--- config.mk ---
export PLATFORM = sky130hd
export DESIGN_NAME = cut_bist_stim_misr
export DESIGN_NICKNAME = d
export VERILOG_FILES = /design/src/rtl/cut_bist_pkg.sv /design/src/rtl/cut_bist_galois_reg.sv /design/src/rtl/cut_bist_stim_misr.sv
export SDC_FILE = /design/constraint.sdc
export NUM_CORES = 1
export LEC_CHECK = 0
export CORE_UTILIZATION = 30
export DETAILED_ROUTE_END_ITERATION = 8
export SLEW_MARGIN = 10
export SYNTH_ARGS = -nofsm -noshare
export SYNTH_HDL_FRONTEND = slang
export SYNTH_SLANG_ARGS = --single-unit
--- constraint.sdc ---
create_clock -name clk_i -period 2.1 [get_ports clk_i]
set_input_delay 0.42 -clock clk_i [delete_from_list [all_inputs] [get_ports clk_i]]
set_output_delay 0.42 -clock clk_i [all_outputs]
set_load 0.03 [all_outputs]
--- src/rtl/cut_bist_pkg.sv ---
// Shared definitions for the CUT BIST harness: FSM state encoding, default
// Galois feedback masks and the right-shift Galois step used by both the
// pattern LFSR and the response MISR.
package cut_bist_pkg;

  typedef enum logic [1:0] {
    StIdle,
    StRun,
    StCheck,
    StDone
  } bist_state_e;

  // Widest register galois_step can serve; callers zero-extend into it.
  localparam int unsigned StepMaxW = 32;

  // x^13+x^4+x^3+x+1, maximal length (period 8191).
  localparam logic [12:0] LfsrTapsDefault = 13'h100D;
  // x^21+x^19+1.
  localparam logic [20:0] MisrTapsDefault = 21'h140000;

  // nxt = (s >> 1) ^ (s[0] ? taps : 0) ^ d
  function automatic logic [StepMaxW-1:0] galois_step(input logic [StepMaxW-1:0] s,
                                                      input logic [StepMaxW-1:0] taps,
                                                      input logic [StepMaxW-1:0] d);
    return (s >> 1) ^ (s[0] ? taps : '0) ^ d;
  endfunction

endpackage

--- src/rtl/cut_bist_galois_reg.sv ---
// Galois right-shift register with parallel load, step enable and data
// injection. Used as an LFSR (d_i tied to zero) or as a MISR (d_i = response).
//
// Ports:
//   clk_i       rising-edge clock
//   rst_i       synchronous active-high reset, clears the register
//   load_i      load load_val_i (takes priority over en_i)
//   load_val_i  parallel load value
//   en_i        advance one Galois step, folding in d_i
//   d_i         data injected into the step
//   q_o         register contents
module cut_bist_galois_reg
  import cut_bist_pkg::*;
#(
  // Must not exceed StepMaxW.
  parameter int unsigned      Width = 13,
  parameter logic [Width-1:0] Taps  = '0
) (
  input  logic             clk_i,
  input  logic             rst_i,
  input  logic             load_i,
  input  logic [Width-1:0] load_val_i,
  input  logic             en_i,
  input  logic [Width-1:0] d_i,
  output logic [Width-1:0] q_o
);

  logic [Width-1:0] q_d, q_q;

  always_comb begin
    q_d = q_q;
    if (load_i) begin
      q_d = load_val_i;
    end else if (en_i) begin
      q_d = Width'(galois_step(StepMaxW'(q_q), StepMaxW'(Taps), StepMaxW'(d_i)));
    end
  end

  always_ff @(posedge clk_i) begin
    if (rst_i) begin
      q_q <= '0;
    end else begin
      q_q <= q_d;
    end
  end

  assign q_o = q_q;

endmodule

--- src/rtl/cut_bist_stim_misr.sv ---
// BIST harness for a 13-in / 21-out combinational CUT. An LFSR drives
// pseudo-random patterns, a MISR compacts the responses, and the final
// signature is compared against a golden value.
//
// Ports:
//   clk_i           rising-edge clock
//   rst_i           synchronous active-high reset (aborts any run)
//   start_i         begin a run; honoured only in IDLE or DONE
//   num_patterns_i  number of patterns, sampled with start_i
//   golden_sig_i    expected signature, sampled in CHECK
//   pat_out_o       registered pattern to the CUT (bit 0 = N1)
//   pat_valid_o     pat_out_o carries a live pattern
//   rsp_in_i        CUT response, combinational from pat_out_o (bit 0 = N286)
//   busy_o          run in progress (RUN or CHECK)
//   done_o          result valid, held until the next start
//   pass_o          signature matched golden_sig_i; valid while done_o
//   signature_o     current MISR contents
module cut_bist_stim_misr
  import cut_bist_pkg::*;
#(
  parameter int unsigned     PatW     = 13,
  parameter int unsigned     RspW     = 21,
  parameter int unsigned     CntW     = 16,
  // Must be non-zero or the LFSR locks up.
  parameter logic [PatW-1:0] LfsrSeed = PatW'(1),
  parameter logic [PatW-1:0] LfsrTaps = LfsrTapsDefault,
  parameter logic [RspW-1:0] MisrTaps = MisrTapsDefault
) (
  input  logic            clk_i,
  input  logic            rst_i,
  input  logic            start_i,
  input  logic [CntW-1:0] num_patterns_i,
  input  logic [RspW-1:0] golden_sig_i,
  output logic [PatW-1:0] pat_out_o,
  output logic            pat_valid_o,
  input  logic [RspW-1:0] rsp_in_i,
  output logic            busy_o,
  output logic            done_o,
  output logic            pass_o,
  output logic [RspW-1:0] signature_o
);

  bist_state_e     state_q;
  logic [CntW-1:0] cnt_q;
  logic            pat_valid_q, busy_q, done_q, pass_q;
  logic [RspW-1:0] misr_q;

  logic start_ok, run_go, lfsr_en, misr_en;

  assign start_ok = start_i & ((state_q == StIdle) | (state_q == StDone));
  assign run_go   = start_ok & (num_patterns_i != '0);
  // The last pattern is held on pat_out_o rather than advanced.
  assign lfsr_en  = (state_q == StRun) & (cnt_q != CntW'(1));
  assign misr_en  = (state_q == StRun);

  cut_bist_galois_reg #(
    .Width(PatW),
    .Taps (LfsrTaps)
  ) u_lfsr (
    .clk_i     (clk_i),
    .rst_i     (rst_i),
    .load_i    (run_go),
    .load_val_i(LfsrSeed),
    .en_i      (lfsr_en),
    .d_i       ('0),
    .q_o       (pat_out_o)
  );

  // Cleared on every accepted start, including zero-length runs.
  cut_bist_galois_reg #(
    .Width(RspW),
    .Taps (MisrTaps)
  ) u_misr (
    .clk_i     (clk_i),
    .rst_i     (rst_i),
    .load_i    (start_ok),
    .load_val_i('0),
    .en_i      (misr_en),
    .d_i       (rsp_in_i),
    .q_o       (misr_q)
  );

  always_ff @(posedge clk_i) begin
    if (rst_i) begin
      state_q     <= StIdle;
      cnt_q       <= '0;
      pat_valid_q <= 1'b0;
      busy_q      <= 1'b0;
      done_q      <= 1'b0;
      pass_q      <= 1'b0;
    end else begin
      unique case (state_q)
        StIdle, StDone: begin
          if (start_i) begin
            busy_q <= 1'b1;
            done_q <= 1'b0;
            pass_q <= 1'b0;
            if (num_patterns_i != '0) begin
              cnt_q       <= num_patterns_i;
              pat_valid_q <= 1'b1;
              state_q     <= StRun;
            end else begin
              state_q <= StCheck;
            end
          end
        end
        StRun: begin
          cnt_q <= cnt_q - CntW'(1);
          if (cnt_q == CntW'(1)) begin
            pat_valid_q <= 1'b0;
            state_q     <= StCheck;
          end
        end
        StCheck: begin
          pass_q  <= (misr_q == golden_sig_i);
          done_q  <= 1'b1;
          busy_q  <= 1'b0;
          state_q <= StDone;
        end
        default: state_q <= StIdle;
      endcase
    end
  end

  assign pat_valid_o = pat_valid_q;
  assign busy_o      = busy_q;
  assign done_o      = done_q;
  assign pass_o      = pass_q;
  assign signature_o = misr_q;

endmodule
Yosys cells after proc, flatten, opt, wreduce, memory -nomap -nowiden
Index checks and enable logic that the tools add are counted.
- bits in registers: 56
- bits of input ports: 61
- output and inout port bits: 38
- logic and storage cells: 58
- add/subtract/negate cells: 1
- equal/unequal tests: 9
- muxes and demuxes: 20
- bitwise logic cells: 7
- reduce and logical (&&, ||, !) cells: 12
- operator list (operator ; number):
    two-way mux 16 bit ; 2
    case mux 16 bit (2 select lines) ; 1
    == test 21 bit ; 1
    two-way mux 21 bit ; 1
    XOR 20 x 21 -> 21 bit ; 1
    XOR 21 bit ; 1
    == test 16 x 1 -> 1 bit, second input constant ; 1
    != test 16 x 1 -> 1 bit, second input constant ; 1
    nonzero test 16 bit ; 1
    subtractor 16 x 1 -> 16 bit, second input constant ; 1
    two-way mux 13 bit ; 1
    XOR 12 x 13 -> 13 bit ; 1
    case mux 1 bit (2 select lines) ; 4
    two-way mux 1 bit ; 7
    two-way mux 2 bit ; 3
    case mux 2 bit (3 select lines) ; 1
    nonzero test 2 bit ; 3
    OR reduction 2 bit ; 3
    == test 2 bit, second input constant ; 2
    != test 2 bit, second input constant ; 2
    AND reduction 2 bit ; 2
    AND reduction 4 bit ; 1
    bitwise AND 1 bit ; 3
    AND reduction 3 bit ; 1
    other kinds (4) ; 4

Depth between registers and ports, before layout
Gate-level depths: netlist (run 1).
- depth in word-level cells: 5
- depth in mapped cells: 8

By module
A second synthesis (run 1) with hierarchy kept.
- cells, all modules: 450
- area, all modules: 3616.0 sq um
- modules (own cells, without submodules) (module ; times used ; cells an instance ; area each (sq um) ; seq. area each (sq um)):
    cut_bist_stim_misr ; 1 ; 222 ; 1622.8 ; 440.4
    cut_bist_galois_reg at u_misr ; 1 ; 138 ; 1179.9 ; 420.4
    cut_bist_galois_reg at u_lfsr ; 1 ; 90 ; 813.3 ; 260.2

Worst setup path after synthesis (run 1)
OpenSTA, ideal clock, no wires.
- path kind: register to register
- start point: register state_q[0]
- end point: register cnt_q[5]
- setup time: 126 ps
- data arrival time: 1899 ps
- data required time: 1974 ps
- slack: 75 ps
- stages on the path, launching flop included: 9
- path through: dfxtp_1 > inv_1 > ha_1 > nand2_1 > a41oi_1 > buf_6 > mux2_1 > a22oi_1 > o22ai_1
- word-level cells in the longest chain between the ends: 4
- elaborated cells between the ends (all ways): 9
- those cells by class: eq/ne: 4; mux: 1; reduce/logical: 4
- RTL lines (element ; RTL line ; source):
    from (decl) ; cut_bist_stim_misr.sv:43 ; bist_state_e state_q;
    from (signal assigned) ; cut_bist_stim_misr.sv:85 ; state_q <= StIdle;
    from (signal assigned) ; cut_bist_stim_misr.sv:101 ; state_q <= StRun;
    from (signal assigned) ; cut_bist_stim_misr.sv:103 ; state_q <= StCheck;
    == test 2 bit / zero test 2 bit (equally long branches) ; cut_bist_stim_misr.sv:92 ; unique case (state_q)
    OR reduction 2 bit ; cut_bist_stim_misr.sv:92 ;
    != test 2 bit (no source line) / nonzero test 2 bit (equally long branches) ; n/a ;
    AND reduction 3 bit (no source line) ; n/a ;
    to (signal assigned) ; cut_bist_stim_misr.sv:99 ; cnt_q <= num_patterns_i;
    to (signal assigned) ; cut_bist_stim_misr.sv:108 ; cnt_q <= cnt_q - CntW'(1);
    to (decl) ; cut_bist_stim_misr.sv:44 ; logic [CntW-1:0] cnt_q;
Several ways; a longest one is shown, not always the timed one.
A chain may end at the register's enable or synchronous reset.

Worst setup path after layout (run 1)
- start point: input port num_patterns_i[8]
- end point: register cnt_q[8]
- word-level cells in the longest chain between the ends: 3
- elaborated cells between the ends (all ways): 6
- those cells by class: eq/ne: 1; mux: 3; reduce/logical: 2
- RTL lines (element ; RTL line ; source):
    from (decl) ; cut_bist_stim_misr.sv:32 ; input logic [CntW-1:0] num_patterns_i,
    nonzero test 16 bit / two-way mux 16 bit (equally long branches) ; cut_bist_stim_misr.sv:98 ; if (num_patterns_i != '0) begin
    != test 2 bit (no source line) / two-way mux 16 bit (equally long branches) ; n/a ;
    AND reduction 3 bit (no source line) / case mux 16 bit (2 select lines) (equally long branches) ; n/a ;
Several ways; a longest one is shown, not always the timed one. The select of a mux whose other input is x is not followed.

==> impl_metrics.ini, run 1 <==
[outcome]
status = finished, final reports clean

[sta]
drv_slew = 0
tns_ps = 0
max_slew.worst_pin.slew_ps = 468
max-slew-margin-rel_pct = 68.5
rsz0062_at_grt = true
max_clock_freq_ghz = 0.493
setup_viol = 0
fin_skew_ps = 13.5
fin_crit_ps = 2030
hold_viol_final = 0
fin_crit_sh_pct = 96.6

[detailed_routing]
vias = 3000
ant_nets = 0
detail_route.first_pass.iterations = 4
drt-vias-per-instance = 4.85
drc_errors = 0
drt_iter0_drc = 116
wl_per_cell_um = 14.9
drt_wl_total_um = 9220

[cts]
cts_tree = built
numCtsBuffers = 5
postCtsHoldBufs = 0
clk_pin_slew_ps = 110
htreeDepth = 2
cts_root_buffer = clkbuf_8
cts.sinks = 56
clk_latency_ps = 310
clock_path_buffers = 2

[power]
irDropWorstVdd_uv = 532
p_total_w = 0.00628
p_leak_nw = 1.75
powerDensity_nw_per_um2 = 1330
switchingPower_w = 0.00279
p_int_w = 0.00348
netSwitchingFraction_pct = 44.5
power_frac_seq_pct = 28.2
pwr-share-comb_pct = 61.9
clkPwrFrac_pct = 9.9

[final_layout]
final_cell_mix = clkdlybuf4s50_1 (97), dfxtp_1 (55), nor2_1 (46), buf_4 (40), xnor2_1 (36)
drive_above_1_share_pct = 15.9
area_growth_pct = 46.9
nNetsFinal = 547
final_common_cell = clkdlybuf4s50_1
antenna_cells = 0

[synthesis]
ys_seq_area_share_pct = 34.9
synth-edff-count = 0
synth.distinct_cells = 55
synth_top_cell_by_area = dfxtp_1
synthFlopType = dfxtp_1
synth_mux_area_share_pct = 8.17
synth-adder-area-share_pct = 1.56
avgSynthCellArea_um2 = 8.98
synth_simple_gate_area_share_pct = 17.2
synth_compound_area_share_pct = 19.4
synthXorXnorAreaFrac_pct = 13.1
syn_inst = 358
synth_top_family_by_area = compound AO/OA/AOI/OAI gates
synth_top_area_share_pct = 34.9
syn-cell-area_um2 = 3220
ys_warn_count = 0
syn_nets = 423
synth_area_leaders = dfxtp_1 (35%), xnor2_1 (9.8%), a211oi_1 (6.3%)
async_reset_ff_share_pct = 0
synth_seq_cells = 56

[setup_path]
r2r-start = state_q[0]
cp.required_ps = 2310
rr_worst_depth = 8
crit_path_end_kind = register
critPathLaunch = num_patterns_i[8]
cp-start-kind = primary input
timing.rr.end = cnt_q[13]
r2r_slack_ps = 100
critical_path.endpoint = cnt_q[8]
worstSetupPathType = primary input to register
worstPathArrival_ps = 2240
critical_path_peak_fanout = 9

[global_routing]
gr-total-overflow = 0
grt_first_pass_wirelength_um = 14900
grt_pass1_vias = 2934
grt_max_degree = 42
antenna_found_initial = 0
grtUsageTotal_pct = 16.6

[place]
portBuffers = 98
gp_congestion = 0.892
dp_hpwl_um = 6940

[floorplan]
coreArea_um2 = 10400
fp-row-count = 37
initial_core_util_pct = 31.0
die_x_um = 106
dieHeight_um = 106
dieArea_um2 = 11100
io-pin-count = 99

[min_path]
min_path_type = register to register

[run]
drv_cap = 0
synth_stat cells, types with 2 or more instances:
master and count:
dfxtp_1 56, nor2_1 46, xnor2_1 36, a211oi_1 27
a21oi_1 21, mux2i_1 15, nand2_1 14, clkbuf_1 12
xor2_1 12, inv_1 11, o21ai_0 9, mux2_2 7
nand4_1 6, nor4_1 6, a22oi_1 4, buf_2 4
ha_1 4, nor3_1 4, nor4_2 4, o21a_1 4
and2_1 3, and3_1 3, clkbuf_8 3, mux2_1 3
nand3_1 3, o21ai_1 3, o221ai_1 3, a31oi_1 2
a41o_1 2, buf_4 2, buf_6 2, nand2b_1 2
o22ai_1 2, or2_2 2
kinds of logic after synthesis:
| logic type | count (synthesis) |
|---|---|
| AOI/OAI and AO/OA | 88 |
| muxes | 25 |
| adders and majority gates | 4 |
| and+or+nand+nor | 103 |
| DFF | 56 |
| xor gates and xnor gates | 48 |
| buffers and inverters | 34 |
power by group through the flow:
| stage | combinational [W] | clock, W | sequential, W |
|---|---|---|---|
| after detailed placement | 0.00370 | 0 | 0.00178 |
| after CTS | 0.00373 | 0.000649 | 0.00176 |
| after floorplan | 0.00233 | 0 | 0.00197 |
| after global placement | 0.00365 | 0 | 0.00177 |
| after global routing | 0.00423 | 0.000689 | 0.00182 |
| final | 0.00388 | 0.000623 | 0.00177 |
critical path, cell delays in order:
cell	delay, ps
clkdlybuf4s50_1	460
nor4_4	320
buf_4	160
a41oi_2	130
buf_4	210
mux2_1	320
a22oi_1	150
a21oi_1	80
state kept, by name, summed over array words and instances (netlist names):
name and flops:
done_o 1, cnt_q 16, state_q 2, pat_valid_o 1
u_misr.q_o 21, pass_o 1, u_lfsr.q_o 13, busy_o 1
stage by stage:
stage | setup slack (ps) | utilization (%) | hold WS, ps | instance area (um^2) | instances
final | 72.3 | 45.6 | 506 | 4720 | 619
after global routing | -26.7 | 45.6 | 541 | 4720 | 619
after CTS | 22.6 | 44.6 | 515 | 4620 | 613
after detailed placement | -326 | 43.6 | 483 | 4520 | 605
after global placement | -288 | 43.6 | 471 | 4520 | 605
after floorplan | 74.5 | - | 501 | 3220 | 358
worst min path at each step:
stage,startpoint,slack [ps],depth (start not counted),end
floorplan,cnt_q[6],500,2,cnt_q[6]
global placement,done_o,470,2,done_o
detailed placement,done_o,480,2,done_o
CTS,done_o,510,2,done_o
global route,done_o,540,2,done_o
finish,done_o,510,2,done_o
routing by layer:
layer  share of wire (%)  vias up  routed length (um)  global-route usage [%]
met5                   0        -                   0                       0
met2                  47       77                4370                    26.3
met4                 1.2        0                 108                    5.26
met3                 5.3        9                 493                    3.34
li1                    -     1537                   -                       -
met1                  46     1377                4250                    22.7
area by class of cell:
| cell class | count | area [um^2] |
|---|---|---|
| inverter | 11 | 41.3 |
| sequential | 56 | 1120 |
| timing repair buffer | 140 | 1320 |
| fill | 1047 | 5650 |
| multi-input combinational | 268 | 1970 |
| clock buffer | 6 | 82.6 |
| clock inverter | 2 | 10.0 |
| tap | 136 | 170 |
repair_timing:
action                     4_1_cts  5_1_grt
hold endpoints to repair         0        0
pin swaps                        0        2
resized for setup                1       10
setup buffers                    0        6
setup endpoints to repair        1        9
No activity file was read; power rests on OpenSTA's default activity.
==> run 2: changes to the inputs <==
--- a/config.mk
+++ b/config.mk
@@ -6,6 +6,7 @@
 export NUM_CORES = 1
 export LEC_CHECK = 0
 export CORE_UTILIZATION = 30
+export CTS_BUF_LIST = sky130_fd_sc_hd__clkbuf_8
 export DETAILED_ROUTE_END_ITERATION = 8
 export SLEW_MARGIN = 10
 export SYNTH_ARGS = -nofsm -noshare
==> constraint.sdc (replaced) <==
create_clock -name clk_i -period 2.3 [get_ports clk_i]
set_input_delay 0.46 -clock clk_i [delete_from_list [all_inputs] [get_ports clk_i]]
set_output_delay 0.46 -clock clk_i [all_outputs]
set_load 0.03 [all_outputs]
==> run 2 against run 1 <==
Cell count fell by 1.9%. First-iteration DRC count fell by 3.4%. Non-clock buffer count fell by 12. Final area fell by 2.3%. Clock power fell by 7.1%. Count of clock-buffer cells in the layout fell by 1. Core utilization fell by 1.1 points. Global-route usage fell by 0.19 points. Combinational power fell by 13%. Critical endpoint is now cnt_q[5]. Power fell by 11%. Largest power group unchanged.
==> impl_metrics.ini, run 2 (synthesis gave the netlist of run 1 again) <==
[outcome]
status = finished, final reports clean

[place]
dp_hpwl_um = 6840
portBuffers = 98
gp_congestion = 0.852
pre_cts_ws_ps = -202

[setup_path]
worstSetupPathType = primary input to register
critical_path_peak_fanout = 11
cp_cell_sequence = clkdlybuf4s50_1 > nor4_4 > buf_4 > a41o_4 > and2_1 > buf_4 > a22oi_1 > o22ai_1
crit_top_cell = buf_4
r2r-start = state_q[0]
crit_buf_inv = 3
rr_worst_depth = 7
cp.required_ps = 2550
worstPathArrival_ps = 2400
path_delay_family = buffers and inverters
critPathMaxStageDelay_ps = 480
timing.rr.end = cnt_q[8]
slowest_stage = clkdlybuf4s50_1
cp-start-kind = primary input
crit_path_end_kind = register
r2r_slack_ps = 250

[power]
powerDensity_nw_per_um2 = 1210
clkPwrFrac_pct = 10.3
p_int_w = 0.00306
switchingPower_w = 0.00253
power_frac_seq_pct = 29.1
netSwitchingFraction_pct = 45.3
pwr-share-comb_pct = 60.5
irDropWorstVdd_uv = 355
p_leak_nw = 1.67
p_total_w = 0.00560

[sta]
fin_crit_ps = 2150
setup_viol = 0
hold_viol_final = 0
max_clock_freq_ghz = 0.465
fin_skew_ps = 7.80
rsz0062_at_grt = false
setup_ws_ps = 152
fin_crit_sh_pct = 93.4
drv_slew = 0
max-slew-margin-rel_pct = 69.0
max_slew.worst_pin.slew_ps = 461
hold_slack_ps = 499

[cts]
cts_root_buffer = clkbuf_8
htreeDepth = 2
clock_path_buffers = 2
clk_pin_slew_ps = 110
postCtsHoldBufs = 0
ctsResizeCount = 0
clk_latency_ps = 320
cts_tree = built
cts.sinks = 56
cts_setup_buffers = 0
numCtsBuffers = 5

[floorplan]
fp-row-count = 37
dieArea_um2 = 11100
coreArea_um2 = 10400
dieHeight_um = 106
initial_core_util_pct = 31.0
die_x_um = 106
io-pin-count = 99

[global_routing]
grt_max_degree = 51
grt_first_pass_wirelength_um = 14700
grtUsageTotal_pct = 16.4
gr-total-overflow = 0
antenna_found_initial = 0
grt_pass1_vias = 2874

[final_layout]
antenna_cells = 0
largest_reg_flops = 21
final_cell_mix = clkdlybuf4s50_1 (98), dfxtp_1 (56), nor2_1 (46), xnor2_1 (36)
drive_above_1_share_pct = 13.0
final_common_cell = clkdlybuf4s50_1
nNetsFinal = 535
area_growth_pct = 43.5

[detailed_routing]
drt_iter0_drc = 112
ant_nets = 0
drt_wl_total_um = 9190
wl_per_cell_um = 15.1
drt-vias-per-instance = 4.95
detail_route.first_pass.iterations = 4
vias = 3003
drc_errors = 0

[min_path]
whs_endpoint = pass_o
whs_path_depth = 2
hold_start = pass_o
min_path_type = register to register

[run]
drv_cap = 0
run 2: routing by layer:
metal | track usage, % | up-vias | wire length (um) | part of all wire (%)
met3 | 3.53 | 13 | 431 | 4.7
met2 | 26.6 | 72 | 4330 | 47
met4 | 3.87 | 0 | 117 | 1.3
li1 | - | 1509 | - | -
met1 | 22.3 | 1409 | 4310 | 47
met5 | 0 | - | 0 | 0
run 2: stage by stage:
| step | TNS [ps] | cells | util (%) | area [um^2] |
|---|---|---|---|---|
| detailed placement | -2860 | 599 | 43.3 | 4490 |
| CTS | 0 | 607 | 44.2 | 4580 |
| global placement | -2240 | 599 | 43.3 | 4490 |
| floorplan | 0 | 358 | - | 3220 |
| finish | 0 | 607 | 44.5 | 4610 |
| global route | 0 | 607 | 44.5 | 4610 |
run 2: worst max path at each step:
| stage | start | end | slack, ps | cells after the start |
|---|---|---|---|---|
| after global routing | num_patterns_i[11] | cnt_q[2] | 20 | 8 |
| final | num_patterns_i[11] | cnt_q[5] | 150 | 8 |
| after detailed placement | num_patterns_i[11] | cnt_q[5] | -200 | 8 |
| after global placement | num_patterns_i[11] | cnt_q[12] | -140 | 7 |
| after floorplan | state_q[0] | cnt_q[5] | 270 | 8 |
| after CTS | num_patterns_i[11] | cnt_q[5] | 110 | 8 |
run 2: power groups by stage:
stage,registers [W],clock network (W),logic [W]
2_1_floorplan,0.00180,0,0.00213
3_3_place_gp,0.00163,0,0.00330
3_5_place_dp,0.00164,0,0.00335
4_1_cts,0.00162,0.000607,0.00336
5_1_grt,0.00168,0.000637,0.00370
6_report,0.00163,0.000579,0.00339
run 2: final cells by class:
cell class / instances / area, um^2
Multi-Input combinational cell: 268 / 1950
Timing Repair Buffer: 128 / 1240
Fill cell: 1037 / 5760
Sequential cell: 56 / 1120
Tap cell: 136 / 170
Clock inverter: 3 / 22.5
Clock buffer: 5 / 68.8
Inverter: 11 / 41.3
run 2: worst reg2reg max path, stage by stage (launching register included):
cell       delay (ps)
dfxtp_1           370
inv_1              50
ha_1              290
buf_4             200
nand2b_1          270
a2111oi_1         420
o21ai_0           210
a21oi_1           180
